==> src/rtl/rs232_pkg.sv <==
// Register map and shared types for the RS-232 UART front end, used by both
// the program loader and the result transmitter.
package rs232_pkg;

  localparam logic [4:0] RX_BASE     = 5'd0;
  localparam logic [4:0] TX_BASE     = 5'd4;
  localparam logic [4:0] STATUS_BASE = 5'd8;
  localparam int         TX_OK_BIT   = 6;
  localparam int         RX_OK_BIT   = 7;

  typedef enum logic [1:0] {
    S_HDR   = 2'd0,
    S_DATA  = 2'd1,
    S_FLUSH = 2'd2,
    S_START = 2'd3
  } loader_state_t;

  typedef enum logic {
    P_STATUS = 1'b0,
    P_RX     = 1'b1
  } poll_state_t;

  function automatic logic [31:0] clamp_words(input logic [31:0] n, input logic [31:0] lim);
    return (n < lim) ? n : lim;
  endfunction

endpackage

==> src/rtl/rs232_avm_rx_byte.sv <==
// Avalon-MM poller: reads UART STATUS until RX_OK, then reads RX once and
// presents the received byte for exactly the completion cycle.
module rs232_avm_rx_byte
  import rs232_pkg::*;
(
  input  logic        clk,
  input  logic        rst_n,
  output logic [4:0]  avm_address,
  output logic        avm_read,
  input  logic [31:0] avm_readdata,
  input  logic        avm_waitrequest,
  output logic        byte_valid,
  output logic [7:0]  byte_data,
  output logic        poll_state
);

  poll_state_t state;
  poll_state_t state_next;
  logic        done;
  logic        unused_bits;

  always_ff @(posedge clk) begin
    if (!rst_n) state <= P_STATUS;
    else        state <= state_next;
  end

  // Avalon handshake: a read completes when avm_read && !avm_waitrequest;
  // the address is a pure function of state, so it cannot move while stalled.
  always_comb begin
    state_next = state;
    done       = !avm_waitrequest;
    case (state)
      P_STATUS: if (done && avm_readdata[RX_OK_BIT]) state_next = P_RX;
      P_RX:     if (done) state_next = P_STATUS;
      default:  state_next = P_STATUS;
    endcase
  end

  assign avm_read    = 1'b1;
  assign avm_address = (state == P_RX) ? RX_BASE : STATUS_BASE;
  assign byte_valid  = rst_n && (state == P_RX) && !avm_waitrequest;
  assign byte_data   = avm_readdata[7:0];
  assign poll_state  = (state == P_RX);
  assign unused_bits = ^avm_readdata[31:8];

endmodule

==> src/rtl/rs232_loader.sv <==
// Frames UART bytes (MSB first) into a length-prefixed program image, writes it
// to instruction memory and pulses o_start when the image is complete.
module rs232_loader
  import rs232_pkg::*;
#(
  parameter int MEM_AW      = 10,
  parameter int MAX_WORDS   = 1024,
  parameter int TIMEOUT_CYC = 50_000_000
) (
  input  logic              avm_clk,
  input  logic              avm_rst_n,
  output logic [4:0]        avm_address,
  output logic              avm_read,
  input  logic [31:0]       avm_readdata,
  input  logic              avm_waitrequest,
  output logic              o_mem_we,
  output logic [MEM_AW-1:0] o_mem_addr,
  output logic [31:0]       o_mem_wdata,
  output logic              o_start,
  output logic              o_loading,
  output logic              o_abort,
  output logic [2:0]        dbg_state
);

  localparam logic [31:0] MAX_W    = 32'(MAX_WORDS);
  localparam logic [31:0] TMO_LAST = 32'(TIMEOUT_CYC) - 32'd1;
  localparam bit          TMO_EN   = (TIMEOUT_CYC != 0);

  logic          byte_valid;
  logic [7:0]    byte_data;
  logic          poll_state;

  loader_state_t state;
  loader_state_t state_next;
  logic [1:0]    byte_cnt;
  logic [31:0]   word;
  logic [31:0]   n_words;
  logic [31:0]   load_cnt;
  logic [31:0]   word_idx;
  logic [31:0]   tmo_cnt;
  logic          loading;
  logic          mem_we;
  logic [MEM_AW-1:0] mem_addr;
  logic [31:0]   mem_wdata;

  logic [31:0]   full_word;
  logic          word_done;
  logic          last_word;
  logic          store_word;
  logic          tmo_hit;

  rs232_avm_rx_byte u_rx_byte (
    .clk             (avm_clk),
    .rst_n           (avm_rst_n),
    .avm_address     (avm_address),
    .avm_read        (avm_read),
    .avm_readdata    (avm_readdata),
    .avm_waitrequest (avm_waitrequest),
    .byte_valid      (byte_valid),
    .byte_data       (byte_data),
    .poll_state      (poll_state)
  );

  always_ff @(posedge avm_clk) begin
    if (!avm_rst_n) state <= S_HDR;
    else            state <= state_next;
  end

  always_comb begin
    full_word  = {word[23:0], byte_data};
    word_done  = byte_valid && (byte_cnt == 2'd3);
    last_word  = word_done && (word_idx == n_words - 32'd1);
    store_word = word_done && (word_idx < load_cnt);
    // A byte landing in the expiry cycle keeps the frame alive.
    tmo_hit    = 1'b0;
    if (TMO_EN && loading && !byte_valid && (tmo_cnt == TMO_LAST) &&
        ((state == S_HDR) || (state == S_DATA)))
      tmo_hit = 1'b1;
    state_next = state;
    case (state)
      S_HDR: begin
        if (!tmo_hit && word_done) state_next = (full_word == 32'd0) ? S_START : S_DATA;
      end
      S_DATA: begin
        if (tmo_hit)        state_next = S_HDR;
        else if (last_word) state_next = S_FLUSH;
      end
      S_FLUSH: state_next = S_START;
      S_START: state_next = S_HDR;
      default: state_next = S_HDR;
    endcase
  end

  always_ff @(posedge avm_clk) begin
    if (!avm_rst_n) begin
      byte_cnt  <= 2'd0;
      word      <= 32'd0;
      n_words   <= 32'd0;
      load_cnt  <= 32'd0;
      word_idx  <= 32'd0;
      tmo_cnt   <= 32'd0;
      loading   <= 1'b0;
      mem_we    <= 1'b0;
      mem_addr  <= '0;
      mem_wdata <= 32'd0;
    end else begin
      mem_we <= 1'b0;
      if (tmo_hit) begin
        byte_cnt <= 2'd0;
        word_idx <= 32'd0;
        tmo_cnt  <= 32'd0;
        loading  <= 1'b0;
      end else begin
        if (byte_valid) begin
          word     <= full_word;
          // A byte in the start cycle is already the first header byte of the next image.
          byte_cnt <= (state == S_START) ? 2'd1 : byte_cnt + 2'd1;
          tmo_cnt  <= 32'd0;
          loading  <= 1'b1;
        end else if (TMO_EN && loading) begin
          tmo_cnt <= tmo_cnt + 32'd1;
        end
        if ((state == S_HDR) && word_done) begin
          n_words  <= full_word;
          load_cnt <= clamp_words(full_word, MAX_W);
          word_idx <= 32'd0;
        end
        if ((state == S_DATA) && word_done) begin
          word_idx <= word_idx + 32'd1;
          if (store_word) begin
            mem_we    <= 1'b1;
            mem_addr  <= word_idx[MEM_AW-1:0];
            mem_wdata <= full_word;
          end
        end
        if (state == S_START) word_idx <= 32'd0;
        if (state_next == S_START) loading <= 1'b0;
      end
    end
  end

  assign o_mem_we    = mem_we;
  assign o_mem_addr  = mem_addr;
  assign o_mem_wdata = mem_wdata;
  assign o_start     = (state == S_START);
  assign o_loading   = loading;
  assign o_abort     = avm_rst_n && tmo_hit;
  assign dbg_state   = {poll_state, state};

endmodule

==> config.mk <==
export PLATFORM = sky130hd
export DESIGN_NAME = rs232_loader
export DESIGN_NICKNAME = d
export VERILOG_FILES = /design/src/rtl/rs232_pkg.sv /design/src/rtl/rs232_avm_rx_byte.sv /design/src/rtl/rs232_loader.sv
export SDC_FILE = /design/constraint.sdc
export NUM_CORES = 1
export LEC_CHECK = 0
export CAP_MARGIN = 20
export CORE_MARGIN = 2
export CORE_UTILIZATION = 34
export DETAILED_ROUTE_END_ITERATION = 12
export PLACE_DENSITY = 0.55
export SLEW_MARGIN = 5
export SYNTH_ARGS = -nofsm -noshare
export SYNTH_HDL_FRONTEND = slang
export SYNTH_HIERARCHICAL = 1
export SYNTH_SLANG_ARGS = --single-unit
export TNS_END_PERCENT = 1
==> constraint.sdc <==
create_clock -name avm_clk -period 3.57 [get_ports avm_clk]
set_input_delay 1.071 -clock avm_clk [delete_from_list [all_inputs] [get_ports avm_clk]]
set_output_delay 1.071 -clock avm_clk [all_outputs]
set_load 0.005 [all_outputs]
# After elaboration in Yosys (flattened, before gate mapping)
# Index checks and enable logic that the tools add are counted.
dict set report totals {
  reg_bits 201
  input_bits 35
  output_inout_bits 55
  wordCells 72
}
dict set report op_classes {
  n_addsub 4
  n_lt_le_gt_ge 2
  n_eq_ne 7
  mux 15
  n_bitwise 4
  reduce_logical 28
}
# operator count
set op_table {}
lappend op_table {{two-way mux 32 bit} 3}
lappend op_table {{adder 32 x 1 -> 32 bit (second input constant)} 2}
lappend op_table {{== test 32 x 26 -> 1 bit (second input constant)} 1}
lappend op_table {{== test 32 bit} 1}
lappend op_table {{zero test 32 bit} 1}
lappend op_table {{less-than comparator 32 x 11 -> 1 bit (second input constant)} 1}
lappend op_table {{less-than comparator 32 bit} 1}
lappend op_table {{subtractor 32 x 1 -> 32 bit (second input constant)} 1}
lappend op_table {{logical AND 1 bit} 13}
lappend op_table {{OR reduction 3 bit} 4}
lappend op_table {{two-way mux 2 bit} 5}
lappend op_table {{== test 2 bit (second input constant)} 4}
lappend op_table {{case mux 2 bit (4 select lines)} 1}
lappend op_table {{two-way mux 1 bit} 4}
lappend op_table {{two-way mux 4 bit} 1}
lappend op_table {{NOT 1 bit} 4}
lappend op_table {{AND reduction 2 bit} 2}
lappend op_table {{zero test 1 bit} 3}
lappend op_table {{AND reduction 3 bit} 1}
lappend op_table {{adder 2 x 1 -> 2 bit (second input constant)} 1}
lappend op_table {{== test 2 x 1 -> 1 bit (second input constant)} 1}
lappend op_table {{zero test 2 bit} 1}
lappend op_table {{case mux 1 bit (2 select lines)} 1}
lappend op_table {{nonzero test 2 bit} 1}
lappend op_table {{other kinds (2)} 2}

# Logic depth before layout (Yosys ltp)
# Gate-level depths: netlist of run 1.
dict set report depth {
  ltp_word 13
  mapped_depth 11
}

# By module
# The synthesis of run 1 kept the hierarchy.
# module instances cells_per_inst area_per_inst_um2 seq_area_each_um2
set by_module_without_submodules {}
lappend by_module_without_submodules {rs232_loader 1 1235 9894.5 4003.8}
lappend by_module_without_submodules {rs232_avm_rx_byte 1 21 155.1 20.0}

# Least setup slack after synthesis of run 1
# No wires, ideal clock.
dict set report synth_timing {
  kind {input -> output}
  from {input port avm_rst_n}
  to {output port o_abort}
  arrival_time_ps 2235
  path_slack_ps 264
  cell_stages 8
  path_cell_list {nand2_1 nor2_1 clkbuf_1 nor4_1 nand3_1 nor4_1 nor2b_1 and2_1}
}
dict set report synth_via {
  elab_chain_len 8
}
# element line_no
set synth_rtl {}
lappend synth_rtl {{from (decl)} rs232_loader.sv:11} ;# input logic avm_rst_n,
lappend synth_rtl {{logical AND 1 bit (2 in series)} rs232_avm_rx_byte.sv:41} ;# assign byte_valid = rst_n && (state == P_RX) && !avm_waitrequest;
lappend synth_rtl {{net byte_valid} rs232_loader.sv:29} ;# logic byte_valid;
lappend synth_rtl {{zero test 1 bit} rs232_loader.sv:76} ;# if (TMO_EN && loading && !byte_valid && (tmo_cnt == TMO_LAST) &&
lappend synth_rtl {{logical AND 1 bit (3 in series)} rs232_loader.sv:76}
lappend synth_rtl {{two-way mux 1 bit} rs232_loader.sv:76}
lappend synth_rtl {{logical AND 1 bit} rs232_loader.sv:147} ;# assign o_abort = avm_rst_n && tmo_hit;
lappend synth_rtl {{to (decl)} rs232_loader.sv:21} ;# output logic o_abort,
# The timed path passes the listed nets, and every way through them passes these cells.

# Final worst setup path of run 1
dict set report layout_timing {
  from {input port avm_waitrequest}
  to {output port o_abort}
}
dict set report layout_via {
  elab_chain_len 8
}
# element line_no
set layout_rtl {}
lappend layout_rtl {{from (decl)} rs232_loader.sv:15} ;# input logic avm_waitrequest,
lappend layout_rtl {{zero test 1 bit} rs232_avm_rx_byte.sv:41}
lappend layout_rtl {{logical AND 1 bit} rs232_avm_rx_byte.sv:41}
lappend layout_rtl {{net byte_valid} rs232_loader.sv:29}
lappend layout_rtl {{zero test 1 bit} rs232_loader.sv:76}
lappend layout_rtl {{logical AND 1 bit (3 in series)} rs232_loader.sv:76}
lappend layout_rtl {{two-way mux 1 bit} rs232_loader.sv:76}
lappend layout_rtl {{logical AND 1 bit} rs232_loader.sv:147}
# The timed path passes the listed nets, and every way through them passes these cells.

==> results of run 1 <==
-- critical path, stage by stage --
cell	delay, ps
clkdlybuf4s15_2	200
nor2_4	60
nor4_4	130
nand3_1	120
nor4_2	250
nor2b_2	200
and2_1	140
clkbuf_2	110
-- metrics by stage --
stage	setup TNS [ps]	std cells	hold WS [ps]
after detailed placement	-21940	1645	445
after CTS	0	1690	456
after global placement	-19270	1645	441
after global routing	0	1690	469
final	0	1690	454
after floorplan	0	1259	430
-- flip-flops by register name (all words and copies together), names as in the netlist --
name	cells
state	2
u_rx_byte/poll_state	1
load_cnt	32
o_mem_addr	10
o_mem_we	1
word	24
tmo_cnt	32
n_words	32
word_idx	32
o_mem_wdata	32
o_loading	1
byte_cnt	2
-- repair_timing --
item / CTS / global route
setup buffers: 2 / 0
pin swaps: 2 / 1
endpoints found under the setup margin: 1 / 3
gates resized for setup: 8 / 4
-- synth_stat cells, drive strengths merged (13+ instances only) --
library cell / count / area share, %
xor2: 28 / 2.4
buf: 30 / 1.9
nor2: 124 / 4.6
o21ai: 28 / 1.4
nor4: 26 / 1.8
and3: 13 / 0.81
xnor2: 47 / 4.1
nand2: 248 / 9.3
nand3: 27 / 1.4
ha: 35 / 4.4
dfxtp: 201 / 40
a21oi: 99 / 4.9
nor3: 39 / 2.0
inv: 41 / 1.5
clkbuf: 59 / 2.2
nand4: 31 / 1.9
mux2i: 71 / 7.1
-- power by group --
group	total [W]	switching, W	leakage [nW]	internal [W]
registers	0.00225	0.00000458	1.62	0.00225
clock network	0.00256	0.000980	0.412	0.00158
logic	0.000107	0.0000726	2.09	0.0000342
total	0.00492	0.00106	4.12	0.00386
-- cell type report --
class                           instances  area [um2]  area share [%]
Clock inverter                         10         143            1.20
Multi-Input combinational cell        928        5520            46.4
Clock buffer                           33         694            5.83
Timing Repair Buffer                   93         892            7.49
Sequential cell                       201        4020            33.8
Tap cell                              384         480            4.03
Inverter                               41         154            1.29
-- kinds of logic after synthesis --
| kind of cell | synth area share [%] |
|---|---|
| simple gates | 25.7 |
| compound gates | 10.1 |
| other cells | 0.0747 |
| fa+ha+maj | 4.36 |
| mux | 7.52 |
| flops | 40.0 |
| buf+inv | 5.68 |
| xor+xnor | 6.54 |
-- worst max path at each step --
stage / start / endpoint / slack, ps / cells past startpoint
CTS: avm_waitrequest / o_abort / 1 / 8
global placement: avm_waitrequest / o_abort / -780 / 8
floorplan: avm_rst_n / o_abort / 260 / 8
finish: avm_waitrequest / o_abort / 220 / 8
detailed placement: avm_waitrequest / o_abort / -800 / 8
global route: avm_waitrequest / o_mem_wdata[18] / 90 / 11
-- routing by layer --
metal | track usage, % | part of all wire, %
met1 | 23.3 | 48
met2 | 28.0 | 46
met3 | 2.08 | 3.4
met4 | 4.17 | 2.2
met5 | 0 | 0
==> run_results.csv, run 1 <==
group,metric,value,unit
synth,synth_area_per_cell,8.00,um2
drt,drtIter0Drc,586,
synth,syn_inst,1256,
drt,dr.pass1.iters,5,
final_layout,final_core_util,41.2,%
placed_design,dp_hpwl,18.5,mm
clocking,hold_buffers,0,
floorplan,die_area,0.0309,mm2
clocking,cts_buffers,24,
global_route,grt_pass1_vias,8168,
synth,synth_edf_count,0,
global_route,antenna_found_initial,0,
worst_setup_path,cp-end-kind,"output pin",
sta,setup_violations,0,
clocking,clk_pin_slew_worst_paths,50,ps
global_route,grt_max_degree,74,
final_layout,nets,1359,
worst_hold_path,hold_class,"reg -> reg",
drt,wl_per_cell,15.4,um
power_and_ir_drop,power_density,413,mW/mm2
final_layout,mostFrequentLayoutCell,"nand2_1",
sta,fin_crit_sh,93.9,%
floorplan,io_pins,90,
synth,ys.flop_type,"dfxtp_1",
drt,drc,0,
synth,synth_warnings,6,
final_layout,drive_gt1_share,7.66,%
worst_setup_path,worstPathRequired,2500,ps
power_and_ir_drop,p_leak,4.12,nW
job,cap_violations,0,
placed_design,post-place-ws,-801,ps
worst_setup_path,startpoint_type,"input pin",
worst_hold_path,whs_path_depth,2,
worst_hold_path,hp-start,"load_cnt[6]",
clocking,cts-root-buf,"clkbuf_16",
placed_design,gp_congestion,0.916,
synth,yosys_register_bits,201,
drt,ant_nets,0,
worst_setup_path,r2r_slack,360,ps
clocking,worst_skew_pair.late_latency,530,ps
floorplan,rows,62,
synth,yosysSeqAreaShare,40.0,%
placed_design,port_buffers,60,
sta,min_period,3350,ps
final_layout,stdcell_area,0.0119,mm2
drt,vias,8610,
worst_setup_path,cp_max_fo,2,
sta,rsz0062_at_grt,"false",
floorplan,die_h,176,um
global_route,grt_usage,16.9,%
final_layout,most-common-layout-cells,"nand2_1 (246), dfxtp_1 (201), nor2_1 (121)",
sta,hold_violations,0,
synth,syn_area,0.0100,mm2
floorplan,initial_core_util,34.7,%
sta,timing.fmax,298,MHz
worst_setup_path,r2r-end,"state[1]",
final_layout,nFillCells,2995,
global_route,grt_pass1_wl,42.8,mm
placed_design,placement.cell_area,0.0110,mm2
worst_setup_path,critPathKind,"in -> out",
power_and_ir_drop,totalPowerFinal,0.00492,W
clocking,cts_tree,"yes",
worst_setup_path,r2r_start,"n_words[0]",
drt,viasPerCell,5.09,
sta,fin_ws,217,ps
floorplan,core_area,0.0289,mm2
sta,drv_slew,0,
clocking,cts_sinks,201,
sta,slew_headroom,51.7,%
sta,finClkSkew,19.9,ps
floorplan,chipWidth,176,um
worst_setup_path,worstPathArrival,2280,ps
run_status,outcome,"finished clean",
final_layout,synthToLayoutAreaGrowth,18.5,%
drt,totalWireLength,26.0,mm
synth,ys_async_sr_fraction,0,%
power_and_ir_drop,ir_drop,0.000310,V
sta,tightestPinTransition,724,ps
global_route,grt-ovfl-total,0,
final_layout,antenna_cells,0,
synth,ys_types,63,
clocking,htreeDepth,1,
worst_setup_path,reg2reg_depth,11,
worst_hold_path,worstHoldEndpoint,"load_cnt[6]",
clocking,clockBufferDepth,3,
(Power assumes the default switching activity.)
==> run 2, diff against run 1 <==
--- a/config.mk
+++ b/config.mk
@@ -9,6 +9,7 @@
 export CORE_MARGIN = 2
 export CORE_UTILIZATION = 34
 export DETAILED_ROUTE_END_ITERATION = 12
+export MAX_ROUTING_LAYER = met4
 export PLACE_DENSITY = 0.55
 export SLEW_MARGIN = 5
 export SYNTH_ARGS = -nofsm -noshare
==> run 2 against run 1 <==
Against the previous run:
- die area stayed put
- final cell count is the same
- via count grew 0.33%
- critical path depth stayed put
- routed wire length rose by 0.14%
- sequential power about the same
- flip-flop and latch count is the same
- non-clock buffer count unchanged
- clock skew rose by 0.72 ps
- core utilization stayed put
- sequential share of layout area stayed put
==> run_results.csv, run 2 (synthesized netlist as in run 1, its figures left out) <==
group,metric,value,unit
worst_hold_path,worstHoldEndpoint,"load_cnt[6]",
floorplan,die_h,176,um
sta,timing.hold.ws,454,ps
job,cap_violations,0,
clocking,cts-root-buf,"clkbuf_16",
drt,wl_per_cell,15.4,um
sta,timing.fmax,298,MHz
final_layout,nets,1359,
clocking,worst_skew_pair.late_latency,530,ps
global_route,grt_pass1_vias,8173,
worst_setup_path,r2r_slack,340,ps
sta,fin_ws,218,ps
drt,vias,8638,
power_and_ir_drop,power_switching,0.00106,W
worst_setup_path,cp-end-kind,"output pin",
global_route,grt_max_degree,74,
worst_setup_path,r2r_start,"n_words[0]",
sta,min_period,3350,ps
clocking,hold_buffers,0,
power_and_ir_drop,p_leak,4.12,nW
clocking,cts_buffers,24,
worst_setup_path,r2r-end,"state[1]",
drt,drc,0,
worst_setup_path,critPathMaxStageDelay,250,ps
placed_design,dp_hpwl,18.5,mm
drt,drtIter0Drc,563,
worst_setup_path,critPathKind,"in -> out",
sta,setup_violations,0,
sta,drv_slew,0,
placed_design,post-place-ws,-801,ps
global_route,grt-ovfl-total,0,
power_and_ir_drop,switching_share,21.5,%
clocking,cts_sinks,201,
power_and_ir_drop,p_int,0.00386,W
final_layout,mostFrequentLayoutCell,"nand2_1",
final_layout,drive_gt1_share,7.66,%
placed_design,gp_congestion,0.932,
worst_hold_path,hold_class,"reg -> reg",
clocking,cts_tree,"yes",
power_and_ir_drop,power_density,413,mW/mm2
drt,ant_nets,0,
worst_setup_path,worstPathArrival,2280,ps
sta,finClkSkew,20.7,ps
placed_design,port_buffers,60,
final_layout,synthToLayoutAreaGrowth,18.5,%
power_and_ir_drop,pwr-share-clk,52.0,%
clocking,clk_pin_slew_worst_paths,50,ps
worst_setup_path,path_cells,"clkdlybuf4s15_2 > nor2_4 > nor4_4 > nand3_1 > nor4_2 > nor2b_2 > and2_1 > clkbuf_2",
sta,fin_crit_sh,93.9,%
worst_setup_path,crit_slowest_cell,"nor4_2",
sta,rsz0062_at_grt,"false",
sta,hold_violations,0,
sta,tightestPinTransition,729,ps
global_route,grt_usage,17.4,%
power_and_ir_drop,sequentialPowerShare,45.8,%
clocking,htreeDepth,1,
floorplan,rows,62,
power_and_ir_drop,p_comb_share,2.2,%
final_layout,antenna_cells,0,
run_status,outcome,"finished clean",
floorplan,initial_core_util,34.7,%
global_route,antenna_found_initial,0,
sta,slew_headroom,51.4,%
global_route,grt_pass1_wl,42.8,mm
worst_hold_path,whs_path_depth,2,
worst_hold_path,hp-start,"load_cnt[6]",
clocking,clockBufferDepth,3,
drt,viasPerCell,5.11,
final_layout,most-common-layout-cells,"nand2_1 (246), dfxtp_1 (201), nor2_1 (121)",
drt,totalWireLength,26.0,mm
worst_setup_path,startpoint_type,"input pin",
worst_setup_path,worstPathRequired,2500,ps
worst_setup_path,cp_max_fo,2,
floorplan,core_area,0.0289,mm2
worst_setup_path,reg2reg_depth,11,
drt,dr.pass1.iters,5,
floorplan,io_pins,90,
floorplan,chipWidth,176,um
floorplan,die_area,0.0309,mm2
power_and_ir_drop,ir_drop,0.000310,V
[run 2: cell counts in the layout (fill, tap and decap cells not counted)]
No cell type changed its count.
[run 2: worst max-delay path by stage]
stage                    startpoint               to  cells after the start
floorplan                 avm_rst_n          o_abort                      8
global placement    avm_waitrequest          o_abort                      8
detailed placement  avm_waitrequest          o_abort                      8
CTS                 avm_waitrequest          o_abort                      8
global route        avm_waitrequest  o_mem_wdata[18]                     11
finish              avm_waitrequest          o_abort                      8
[run 2: final cells by class]
class / count / area (um2)
multi-input cells: 928 / 5520
clock buffers: 33 / 694
repair buffers: 93 / 892
flip-flops and latches: 201 / 4020
clock inverters: 10 / 143
fillers: 2995 / 17000
inverters: 41 / 154
well taps: 384 / 480
[run 2: routing by layer]
layer / part of all wire (%) / global-route usage (%)
met1: 47 / 23.3
met2: 46 / 28.0
met3: 4.1 / 2.03
met4: 2.4 / 4.17
met5: 0 / -
[run 2: power by group through the flow]
stage	Clock (W)	Sequential (W)	Combinational [W]
after detailed placement	0	0.00230	0.000107
final	0.00256	0.00225	0.000107
after global routing	0.00271	0.00225	0.000116
after CTS	0.00262	0.00225	0.000108
after global placement	0	0.00230	0.000108
after floorplan	0	0.00230	0.0000701
[run 2: metrics by stage]
step	cells	setup TNS, ps	power, W	area [um2]	util [%]
5_1_grt	1690	0	0.00507	11900	41.2
3_5_place_dp	1645	-21940	0.00241	11000	38.1
6_report	1690	0	0.00491	11900	41.2
3_3_place_gp	1645	-19270	0.00241	11000	38.1
2_1_floorplan	1259	0	0.00237	10100	-
4_1_cts	1690	0	0.00498	11900	41.1
[run 2: critical path: cells and delay by family]
family        cells  cell delay [ps]
simple gates      6              890
buf+inv           2              310
[run 2: timing repair]
item,4_1_cts,5_1_grt
setup buffers,2,0
endpoints found under the setup margin,1,3
hold endpoints to repair,0,0
pin swaps,2,1
resized for setup,8,4
